[src/rtl/wb_trace_buffer.sv]
// Commit-trace recorder: snoops the writeback register-file write port and queues
// {seq, pc, addr, data} entries in a first-word-fall-through FIFO for a debug reader.
module wb_trace_buffer #(
  parameter int DEPTH = 16,
  parameter int CNTW  = 16
) (
  input  logic                       i_clk,
  input  logic                       i_rst_n,
  input  logic                       i_en,
  input  logic                       i_clr,
  input  logic                       i_reg_write,
  input  logic [4:0]                 i_write_addr,
  input  logic [31:0]                i_data,
  input  logic [31:0]                i_pc,
  output logic                       o_rd_valid,
  input  logic                       i_rd_ready,
  output logic [CNTW-1:0]            o_rd_seq,
  output logic [31:0]                o_rd_pc,
  output logic [4:0]                 o_rd_addr,
  output logic [31:0]                o_rd_data,
  output logic [$clog2(DEPTH):0]     o_count,
  output logic                       o_overflow,
  output logic [CNTW-1:0]            o_drop_cnt
);
  localparam int AW = $clog2(DEPTH);

  typedef struct packed {
    logic [CNTW-1:0] seq;
    logic [31:0]     pc;
    logic [4:0]      addr;
    logic [31:0]     data;
  } entry_t;

  entry_t          r_mem [DEPTH];
  logic [AW-1:0]   r_wr_ptr, r_rd_ptr;
  logic [AW:0]     r_count;
  logic [CNTW-1:0] r_seq;
  logic            r_overflow;
  logic [CNTW-1:0] r_drop_cnt;

  logic   w_commit, w_full, w_valid, w_pop, w_push, w_drop;
  entry_t w_head;

  assign w_commit = i_en & i_reg_write & (i_write_addr != 5'd0);
  assign w_full   = (r_count == (AW+1)'(DEPTH));
  assign w_valid  = (r_count != '0);
  assign w_pop    = w_valid & i_rd_ready;
  // A pop in the same cycle frees the slot, so a full FIFO can still accept.
  assign w_push   = w_commit & (~w_full | w_pop);
  assign w_drop   = w_commit & w_full & ~w_pop;

  always_ff @(posedge i_clk or negedge i_rst_n) begin
    if (!i_rst_n) begin
      r_wr_ptr   <= '0;
      r_rd_ptr   <= '0;
      r_count    <= '0;
      r_seq      <= '0;
      r_overflow <= 1'b0;
      r_drop_cnt <= '0;
    end else if (i_clr) begin
      r_wr_ptr   <= '0;
      r_rd_ptr   <= '0;
      r_count    <= '0;
      r_seq      <= '0;
      r_overflow <= 1'b0;
      r_drop_cnt <= '0;
    end else begin
      if (w_commit) r_seq <= r_seq + 1'b1;
      if (w_push)   r_wr_ptr <= r_wr_ptr + 1'b1;
      if (w_pop)    r_rd_ptr <= r_rd_ptr + 1'b1;
      if (w_push && !w_pop)      r_count <= r_count + 1'b1;
      else if (w_pop && !w_push) r_count <= r_count - 1'b1;
      if (w_drop) begin
        r_overflow <= 1'b1;
        if (r_drop_cnt != '1) r_drop_cnt <= r_drop_cnt + 1'b1;
      end
    end
  end

  // Storage is not reset; the read side is masked while empty instead.
  always_ff @(posedge i_clk) begin
    if (w_push && !i_clr) r_mem[r_wr_ptr] <= '{seq: r_seq, pc: i_pc, addr: i_write_addr, data: i_data};
  end

  assign w_head     = w_valid ? r_mem[r_rd_ptr] : '0;
  assign o_rd_valid = w_valid;
  assign o_rd_seq   = w_head.seq;
  assign o_rd_pc    = w_head.pc;
  assign o_rd_addr  = w_head.addr;
  assign o_rd_data  = w_head.data;
  assign o_count    = r_count;
  assign o_overflow = r_overflow;
  assign o_drop_cnt = r_drop_cnt;
endmodule

[config.mk]
export PLATFORM = sky130hd
export DESIGN_NAME = wb_trace_buffer
export DESIGN_NICKNAME = d
export VERILOG_FILES = /design/src/rtl/wb_trace_buffer.sv
export SDC_FILE = /design/constraint.sdc
export NUM_CORES = 1
export LEC_CHECK = 0
export ABC_AREA = 1
export CAP_MARGIN = 20
export CORE_MARGIN = 5
export CORE_UTILIZATION = 45
export DETAILED_ROUTE_END_ITERATION = 8
export GPL_ROUTABILITY_DRIVEN = 0
export PLACE_DENSITY_LB_ADDON = 0.1
export SLEW_MARGIN = 30
export SYNTH_ARGS = -nofsm -noshare
export SYNTH_HDL_FRONTEND = slang
export SYNTH_SLANG_ARGS = --single-unit
[constraint.sdc]
create_clock -name i_clk -period 5.8 [get_ports i_clk]
set_input_delay 1.16 -clock i_clk [delete_from_list [all_inputs] [get_ports i_clk]]
set_output_delay 1.16 -clock i_clk [all_outputs]
set_load 0.01 [all_outputs]
==> summary.txt, run 1 <==
CTS
  – Root Buffer: clkbuf_16
  – # clock sinks: 1406
  – Clk slew on worst S/H paths: 0.06 ns
  – Post-CTS sizing: 0
  – Clk Latency, worst-skew pair: 0.75 ns
  – H-tree Lvls: 4
  – Max clock buf depth: 3
  – TritonCTS buffer count: 150
  – Hold-fix buffers, CTS: 0
  – Post CTS Setup Buffer Count: 0
  – CTS tree: yes

Layout
  – Net count, final: 4516
  – Register area: 42000 sq um
  – Area of the multi-input gates: 12700 sq um
  – Area Growth Syn to Fin: 14.4%
  – Commonest cells after routing, fill and taps aside: edfxtp_1 (1360), nor2_1 (1053), o21ai_0 (614)
  – Finished Cell Area: 64200 sq um
  – Most common cell after layout, fill and taps aside: edfxtp_1
  – Fill cell count: 10400
  – Post-Layout Cell Count: 6185
  – Share of layout cells above drive strength 1: 0.0660

Synth
  – Yosys warns: 0
  – Area leader, netlist: edfxtp_1
  – Cell area after synthesis: 56100 sq um
  – Post-Syn Nets: 4405
  – Post-synth top area share: 0.727
  – Syn_area_per_cell: 13.0 sq um
  – Seq/Total Area, Yosys: 0.748
  – Distinct cells, synth: 35
  – Synth Register Bits: 1406
  – Synth area leaders: edfxtp_1 (73%), nor2_1 (7.1%), o21ai_0 (5.5%)
  – Gate count after technology mapping: 4318

Die
  – DIE HEIGHT: 363 um
  – Boundary Pins: 183
  – FP Rows: 129
  – Die span in x: 363 um
  – Initial core utilization: 0.453
  – Core ar.: 124000 sq um
  – Die ar.: 132000 sq um

Power
  – Sw Ratio: 0.308
  – NetSw: 8.19 mW
  – Comb pwr share: 0.244
  – Lkg Pwr: 20.4 nW
  – Power Internal: 18.4 mW
  – VDD IR max: 355 uV
  – Flop pwr share: 0.425
  – Clk pwr share: 0.331
  – Power Dens Cells: 414 nW/um^2

Routing
  – DRC viols: 0
  – Via Count: 35100
  – Via-per-instance ratio: 5.67
  – WL per Instance: 23.6 um
  – Initial DRC count: 3248
  – Antenna-violating nets left: 0
  – WL final: 146000 um
  – Drt pass-1 iters: 6

Setup path
  – Crit end category: primary output
  – CP required: 4.64 ns
  – CP arrival: 4.18 ns
  – Setup CP Type: register to primary output
  – Crit start category: register
  – FF-to-FF End: r_mem[4][49]
  – Reg2reg path depth: 7
  – R2r startpoint: o_count[0]
  – R2R Setup Slk: 3.05 ns
  – Critical path fanouts, max: 190

Run
  – Max-cap viol count: 0

Global routing
  – Initial antenna violation count: 6
  – Vias in the first global route: 33800
  – Global-route wire length before repair: 219000 um
  – Pin count of the biggest net entering global routing: 240
  – GRT Total Usage: 0.219
  – Grt total ovfl: 0

STA
  – Final setup TNS: 0 ns
  – Tmin final: 5.34 ns
  – Maximum clock rate: 187 MHz
  – Pins Over Slew Limit: 0
  – Final hold vios: 0
  – Relative slew slack: 0.327
  – Final setup margin: 0.458 ns
  – Unrepaired setup endpoints after global routing: false
  – Period utilization: 0.921
  – Setup-failing EPs final: 0
  – Clock Skews: 0.0212 ns
  – Worst Tran Pin Value: 1.01 ns

Placement
  – Placed Cells incl. Taps: 5914
  – PortBufs: 182
  – Placed Area: 59700 sq um
  – Detailed Place HPWL: 69500 um
  – Dpl ws: 0.945 ns

Outcome
  – Status: finished clean

Hold path
  – Worst hold-check path type: input port to async pin
worst max-delay path: stages (launching register included):
cell	delay (ns)
dfrtp_4	0.89
buf_12	0.61
nor2_1	0.11
nor2_1	0.11
o21ai_0	0.11
o21ai_1	0.12
o211ai_1	0.11
a21oi_1	0.44
clkdlybuf4s50_1	0.63
metal layers:
layer,GRT usage,share of wire
met1,0.321,0.46
met2,0.344,0.46
met3,0.0339,0.059
met4,0.0587,0.021
met5,0,0
cell type report:
class	count	area share
Sequential cell	1406	0.654
Antenna cell	2	0.0000779
Timing Repair Buffer	259	0.0441
Clock buffer	196	0.0631
Inverter	40	0.00317
Multi-Input combinational cell	2572	0.197
Tap cell	1637	0.0319
Clock inverter	73	0.00674
per-stage QoR:
stage               hold WS, ns  power [mW]  utilization
CTS                       0.243        26.9        0.519
finish                    0.292        26.6        0.519
global route              0.272        27.9        0.519
detailed placement        0.524        18.1        0.483
floorplan                 0.535        15.4            -
global placement          0.527        18.1        0.483
power groups by stage:
stage / Combinational [mW] / Sequential (mW) / Clock [mW]
2_1_floorplan: 3.96 / 11.4 / 0
3_3_place_gp: 6.54 / 11.5 / 0
3_5_place_dp: 6.56 / 11.5 / 0
4_1_cts: 6.59 / 11.3 / 8.99
5_1_grt: 7.18 / 11.3 / 9.42
6_report: 6.49 / 11.3 / 8.82
Yosys cell counts, drive strengths merged:
master	instances
a21boi	1
a21o	1
a21oi	101
a31oi	1
buf	132
clkbuf	168
clkinv	1
dfrtp	46
edfxtp	1360
fa	1
ha	11
inv	39
nand2	89
nand3	135
nand4	14
nor2	1072
nor3	9
o211ai	328
o21a	2
o21ai	772
o221ai	12
o31ai	8
xnor2	1
xor2	14
how the worst max path moves through the flow:
stage                                from            end  slack, ns
final                         r_rd_ptr[0]  o_rd_data[30]       0.46
after detailed placement  i_write_addr[4]   r_mem[4][73]       0.95
after global routing          r_rd_ptr[0]   o_rd_seq[12]       0.24
after floorplan                     i_clr   r_mem[11][0]      -0.26
after global placement    i_write_addr[4]   r_mem[4][51]       0.96
after CTS                     r_rd_ptr[0]  o_rd_data[25]       0.41
registers in the layout, summed over array words and instances (netlist names):
name,count
r_mem,1360
o_drop_cnt,16
r_seq,16
o_count,5
r_rd_ptr,4
r_wr_ptr,4
o_overflow,1
logic make-up after synthesis:
| kind of cell | after synthesis | synth area share |
|---|---|---|
| AOI/OAI and AO/OA | 1226 | 0.126 |
| xor gates and xnor gates | 15 | 0.00234 |
| adders and majority gates | 12 | 0.00281 |
| buffers and inverters | 340 | 0.0286 |
| DFF | 1406 | 0.748 |
| and+or+nand+nor | 1319 | 0.0923 |
(Power assumes the default switching activity.)
==> run 2, diff against run 1 <==
--- a/config.mk
+++ b/config.mk
@@ -8,7 +8,7 @@
 export ABC_AREA = 1
 export CAP_MARGIN = 20
 export CORE_MARGIN = 5
-export CORE_UTILIZATION = 45
+export CORE_UTILIZATION = 61
 export DETAILED_ROUTE_END_ITERATION = 8
 export GPL_ROUTABILITY_DRIVEN = 0
 export PLACE_DENSITY_LB_ADDON = 0.1
==> run 2 against run 1 <==
Wire length shrank 5.3%. Worst setup slack gained 0.22 ns. Hold slack gained 0.24 ns. Non-clock buffer count grew 4. Clock-buffer cell count grew 1. Sequential cell count is the same. Critical path depth shrank 1. Maximum frequency grew 4.4%. Largest power group unchanged.
==> summary.txt, run 2 (synthesized netlist as in run 1, its figures left out) <==
Layout
  – Commonest cells after routing, fill and taps aside: edfxtp_1 (1360), nor2_1 (1053), o21ai_0 (614)
  – Share of layout cells above drive strength 1: 0.0688 (+0.00278)
  – Reg with most FFs: r_mem
  – Fin util: 0.695 (+0.177)
  – Finished Cell Area: 63700 sq um (-0.92%)
  – Fill cell count: 6267 (-40%)
  – Register area: 42000 sq um (unchanged)
  – Largest register FFs: 1360 (unchanged)
  – Most common cell after layout, fill and taps aside: edfxtp_1
  – Area Growth Syn to Fin: 13.4%
  – Area of the multi-input gates: 12700 sq um (unchanged)
  – Post-Layout Cell Count: 5727 (-7.4%)
  – Net count, final: 4513 (-0.066%)

STA
  – Setup-failing EPs final: 0 (unchanged)
  – Final setup margin: 0.681 ns (+0.224 ns)
  – Period utilization: 0.883 (-0.0386)
  – Pins Over Slew Limit: 0 (unchanged)
  – Clock Skews: 0.0218 ns (+0.000608 ns)
  – Worst hold margin: 0.531 ns (+0.239 ns)
  – Unrepaired setup endpoints after global routing: false
  – Final setup TNS: 0 ns (unchanged)
  – Maximum clock rate: 195 MHz (+4.4%)
  – Final hold vios: 0 (unchanged)
  – Relative slew slack: 0.322 (-0.00490)
  – Worst Tran Pin Value: 1.02 ns (+0.00735 ns)
  – Tmin final: 5.12 ns (-0.224 ns)

Power
  – Sw Ratio: 0.300 (-0.00825)
  – Clk pwr share: 0.331 (about the same)
  – Power Dens Cells: 416 nW/um^2 (+0.34%)
  – VDD IR max: 317 uV (-11%)
  – Flop pwr share: 0.426 (about the same)
  – Power Total: 26.5 mW (-0.58%)
  – Power Internal: 18.5 mW (+0.61%)
  – Lkg Pwr: 20.4 nW (+0.16%)
  – NetSw: 7.93 mW (-3.2%)
  – Comb pwr share: 0.243 (about the same)

Setup path
  – Critical path fanouts, max: 195 (+2.6%)
  – CP delay by family, top: buffers and inverters
  – Crit end category: primary output
  – Setup CP Type: register to primary output
  – CP dominant cell by count: o211ai_1
  – R2r startpoint: o_count[0]
  – CP arrival: 3.96 ns (-0.22 ns)
  – Delay of the slowest critical-path stage: 0.68 ns (-0.21 ns)
  – Crit start category: register
  – Worst setup path startpoint: r_rd_ptr[0]
  – WP buf/inv: 3 (+1)
  – Crit-path cells: clkinv_16 -> buf_4 -> nor2_1 -> o211ai_1 -> o211ai_1 -> a21oi_1 -> clkdlybuf4s50_1
  – Slowest CP cell: buf_4
  – CP required: 4.64 ns (about the same)

Routing
  – Initial DRC count: 4185 (+29%)
  – DRC viols: 0 (unchanged)
  – Antenna-violating nets left: 0 (unchanged)
  – WL final: 138000 um (-5.3%)
  – Via-per-instance ratio: 6.25 (+10%)
  – Drt pass-1 iters: 6 (unchanged)
  – Via Count: 35800 (+2.1%)
  – WL per Instance: 24.1 um (+2.3%)

Placement
  – Placed Cells incl. Taps: 5465 (-7.6%)
  – PortBufs: 182 (unchanged)
  – Placed Area: 59100 sq um (-1.0%)
  – Detailed Place HPWL: 66300 um (-4.5%)
  – Dpl ws: 1.28 ns (+0.333 ns)

CTS
  – H-tree Lvls: 4 (unchanged)
  – Max clock buf depth: 3 (unchanged)
  – Root Buffer: clkbuf_16
  – # clock sinks: 1406 (unchanged)
  – Clk Latency, worst-skew pair: 0.74 ns (about the same)
  – Post-CTS sizing: 0 (unchanged)
  – Post CTS Setup Buffer Count: 0 (unchanged)
  – TritonCTS buffer count: 143 (-4.7%)
  – Clk slew on worst S/H paths: 0.06 ns (about the same)
  – CTS tree: yes
  – Hold-fix buffers, CTS: 0 (unchanged)

Outcome
  – Status: finished clean

Hold path
  – Worst hold-check path type: input port to async pin

Global routing
  – Vias in the first global route: 34900 (+3.2%)
  – GRT Total Usage: 0.278 (+0.0594)
  – Global-route wire length before repair: 210000 um (-4.1%)
  – Pin count of the biggest net entering global routing: 228 (-5.0%)
  – Grt total ovfl: 0 (unchanged)
  – Initial antenna violation count: 5 (-1)

Die
  – Die ar.: 98200 sq um (-26%)
  – Boundary Pins: 183 (unchanged)
  – DIE HEIGHT: 313 um (-14%)
  – Die span in x: 313 um (-14%)
  – Initial core utilization: 0.613 (+0.160)
  – Core ar.: 91500 sq um (-26%)
  – FP Rows: 111 (-14%)

Run
  – Max-cap viol count: 0 (unchanged)
==> run 2: changes by cell type in the layout (fill, tap and decap cells not counted), sizes merged, moves of 2 or more <==
cell | previous run | this run
clkinv | 65 | 49
buf | 78 | 82
bufinv | 2 | 5
clkinvlp | 3 | 0
diode | 2 | 4
inv | 43 | 45
==> run 2: layout make-up <==
| cell class | instances | area share |
|---|---|---|
| repair buffers | 263 | 0.0444 |
| flip-flops and latches | 1406 | 0.660 |
| well taps | 1186 | 0.0233 |
| inverters | 40 | 0.00309 |
| clock inverters | 59 | 0.00649 |
| diodes | 4 | 0.000157 |
| clock buffers | 197 | 0.0637 |
| multi-input cells | 2572 | 0.199 |
==> run 2: path summary, 6_finish.rpt <==
path	end	depth (start not counted)	slack, ns
max	o_rd_pc[16]	7	0.68
min	o_drop_cnt[1]	2	0.53
max reg2reg	r_mem[4][27]	7	3.02
min reg2reg	o_overflow	2	0.54
max in group asynchronous	r_rd_ptr[2]	2	4.74
min in group i_clk	o_overflow	2	0.54
==> run 2: power by group through the flow <==
stage / Combinational [mW] / Sequential (mW) / Clock (mW)
4_1_cts: 6.44 / 11.3 / 8.87
3_3_place_gp: 6.32 / 11.5 / 0
5_1_grt: 7.03 / 11.3 / 9.31
6_report: 6.43 / 11.3 / 8.76
2_1_floorplan: 3.96 / 11.4 / 0
3_5_place_dp: 6.40 / 11.5 / 0
==> run 2: worst register-to-register path, stage by stage (launching register included) <==
cell	delay, ns
dfrtp_1	0.48
nor2_1	0.10
nand2_1	0.08
nor2_2	0.07
nor2_2	0.33
nand2_1	0.33
nor2_4	0.67
buf_4	0.40
==> run 2: routing by layer <==
metal / share of wire / wire, um / GRT usage
met3: 0.078 / 10800 / 0.0390
met4: 0.025 / 3480 / 0.0839
met5: 0.000080 / 11 / 0
met2: 0.48 / 66800 / 0.453
met1: 0.41 / 57100 / 0.400
==> edit, RTL diff (flow settings as in run 1) <==
`CNTW`: 16 -> 8.
--- a/src/rtl/wb_trace_buffer.sv
+++ b/src/rtl/wb_trace_buffer.sv
@@ -3,5 +3,5 @@
 module wb_trace_buffer #(
   parameter int DEPTH = 16,
-  parameter int CNTW  = 16
+  parameter int CNTW  = 8
 ) (
   input  logic                       i_clk,
Ports: changed (resized o_drop_cnt and o_rd_seq); port bits go from 183 to 167. The function was not compared with the original's and may differ.
==> edit against run 1 <==
  * Synthesized area shrank 11%
  * Sequential cell count shrank 144
  * Design area shrank 11%
  * Largest cell class unchanged
  * Sequential share of layout area grew 0.33 points
  * Worst setup slack gained 0.0087 ns
  * Highest routed layer is now met5
  * Wire length shrank 13%
  * Register-to-register slack gained 0.18 ns
  * Total power shrank 9.8%
==> edit: results (changes against run 1) <==
Clock transition at path regs 0.06 ns (about the same); Mapped Nets 3897 (was 4405); drt wl/cell 23.1 um (was 23.6 um); Crit Path Max Fanout 72 (was 190); Post-synth top flop edfxtp_1 (unchanged); Worst-Skew Late Latency 0.72 ns (was 0.75 ns); initial antenna violation count 5 (was 6); first-pass iteration count of the detailed router 6 (unchanged); vias per cell 5.60 (was 5.67); outcome finished, final reports clean (unchanged); max FFs per register 1232 (was 1360); top cells by count, synth 1232 x edfxtp_1, 955 x nor2_1, 524 x o21ai_0, 301 x o211ai_1, 180 x o21ai_1 (was 1360 x edfxtp_1, 1069 x nor2_1, 614 x o21ai_0, 320 x o211ai_1, 166 x clkbuf_1); Peak supply drop 431 uV (was 355 uV); GR Util All Layers 21.2% (was 21.9%); IO Port Bufs 166 (was 182); worst hold slack 0.541 ns (was 0.292 ns); peak per-stage delay on the critical path 0.75 ns (was 0.89 ns); CTS tree built (unchanged); Critical Path Sink o_rd_data[10] (was o_rd_data[30]); number of synthesized flops with an enable pin 1232 (was 1360); Synthesis Warnings 0 (unchanged); number of global-route vias before repair 29444 (was 33847); Post-CTS Repair Setup Buffers 0 (unchanged); leakage power 18.2 nW (was 20.4 nW); first-pass GRT wire length 190000 um (was 219000 um); layout cells sized above 1 6.77% (was 6.60%); Largest Register r_mem (unchanged); arrival time at the worst endpoint 4.17 ns (was 4.18 ns); worst reg2reg setup slack 3.23 ns (was 3.05 ns); Detailed Place HPWL 62800 um (was 69500 um); worst slew pin tran 1.15 ns (was 1.01 ns); Setup crit start r_rd_ptr[1]$_DFFE_PN0P_ (was r_rd_ptr[0]$_DFFE_PN0P_); hold path startpoint o_overflow$_DFFE_PN0P_; type of the most critical hold path register to register (was input pin to async pin); Setup Skew 0.0220 ns (was 0.0212 ns); Netlist cell types 31 (was 35); Num CTS Buffers 135 (was 150); Seq/Total Area, Yosys 75.4% (was 74.8%); R2R cell count 7 (unchanged); Area contributors post-synth edfxtp_1 74%, nor2_1 7.2%, o21ai_0 5.2% (was edfxtp_1 73%, nor2_1 7.1%, o21ai_0 5.5%); largest net degree at the start of global routing 196 (was 240); Final #Nets 4004 (was 4516); initial DRC count 3011 (was 3248); worst r2r dst r_mem[13][44]$_DFFE_PP_ (was r_mem[4][49]$_DFFE_PP_); hold depth 2; fraction of registers with async set/reset 2.38% (was 3.27%); # fillers 9396 (was 10415)
==> edit: cell types whose count changed after synthesis, moves of 10 or more <==
cell      before   now
edfxtp_1    1360  1232
nor2_1      1069   955
o21ai_0      614   524
nand2_1       86    48
buf_4         31     5
nand3_1      135   111
o21ai_1      158   180
o211ai_1     320   301
clkbuf_1     166   148
dfrtp_1       46    30
a21oi_1      101    87
buf_1         20    33
inv_1         37    25
nand4_1       14     4
==> edit: layer usage <==
metal  routed length, um  up-vias  global-route usage [%]  share of wire (%)
met3                7210      150                    3.66                5.7
met1               58400    15541                    31.3                 46
li1                    -    14315                       -                  -
met4                1890        4                    4.76                1.5
met2               59600      843                    33.4                 47
met5                  26        -                       0              0.020
==> edit: power breakdown <==
part / internal (mW) / switching [mW] / total, mW
clock network: 4.62 / 3.42 / 8.04
registers: 10.1 / 0.113 / 10.2
logic: 2.04 / 3.73 / 5.77
total: 16.7 / 7.26 / 24.0
==> edit: stage by stage <==
| step | utilization [%] | power [mW] | instances | area, sq um | setup WS, ns |
|---|---|---|---|---|---|
| floorplan | - | 13.9 | 3810 | 50100 | 0.148 |
| global placement | 48.3 | 16.2 | 5268 | 53400 | 1.20 |
| detailed placement | 48.3 | 16.2 | 5268 | 53400 | 1.18 |
| CTS | 52.0 | 24.3 | 5503 | 57500 | 0.382 |
| global route | 52.0 | 25.2 | 5503 | 57500 | 0.182 |
| finish | 52.0 | 24.0 | 5505 | 57500 | 0.466 |
==> edit: cell type report <==
cell class                 count  area, sq um  share of cell area (%)
sequential                  1262        37800                    65.7
multi-input combinational   2249        11000                    19.2
clock buffer                 179         3670                    6.39
timing repair buffer         238         2560                    4.46
tap                         1488         1860                    3.24
clock inverter                56          408                   0.710
inverter                      31          141                   0.246
antenna                        2         5.00                 0.00871
==> edit: worst reg2reg max path, stage by stage, from the launching register on <==
cell and delay, ns:
dfrtp_1 0.48, nor2_1 0.10, nand2_1 0.09, nor2_2 0.06
nor2_4 0.24, nand2_1 0.29, nor2_4 0.58, buf_12 0.35
==> edit: kinds of logic (layout without fill, tap and decap cells) <==
logic type / Yosys count / after routing / synth area share, %
other: 0 / 2 / 0
adder cells (fa/ha/maj): 12 / 12 / 0.315
XOR/XNOR: 6 / 6 / 0.105
flip-flops: 1262 / 1262 / 75.4
AO/OA/AOI/OAI: 1104 / 1104 / 12.6
buffers and inverters: 299 / 504 / 2.77
AND/OR/NAND/NOR: 1127 / 1127 / 8.79
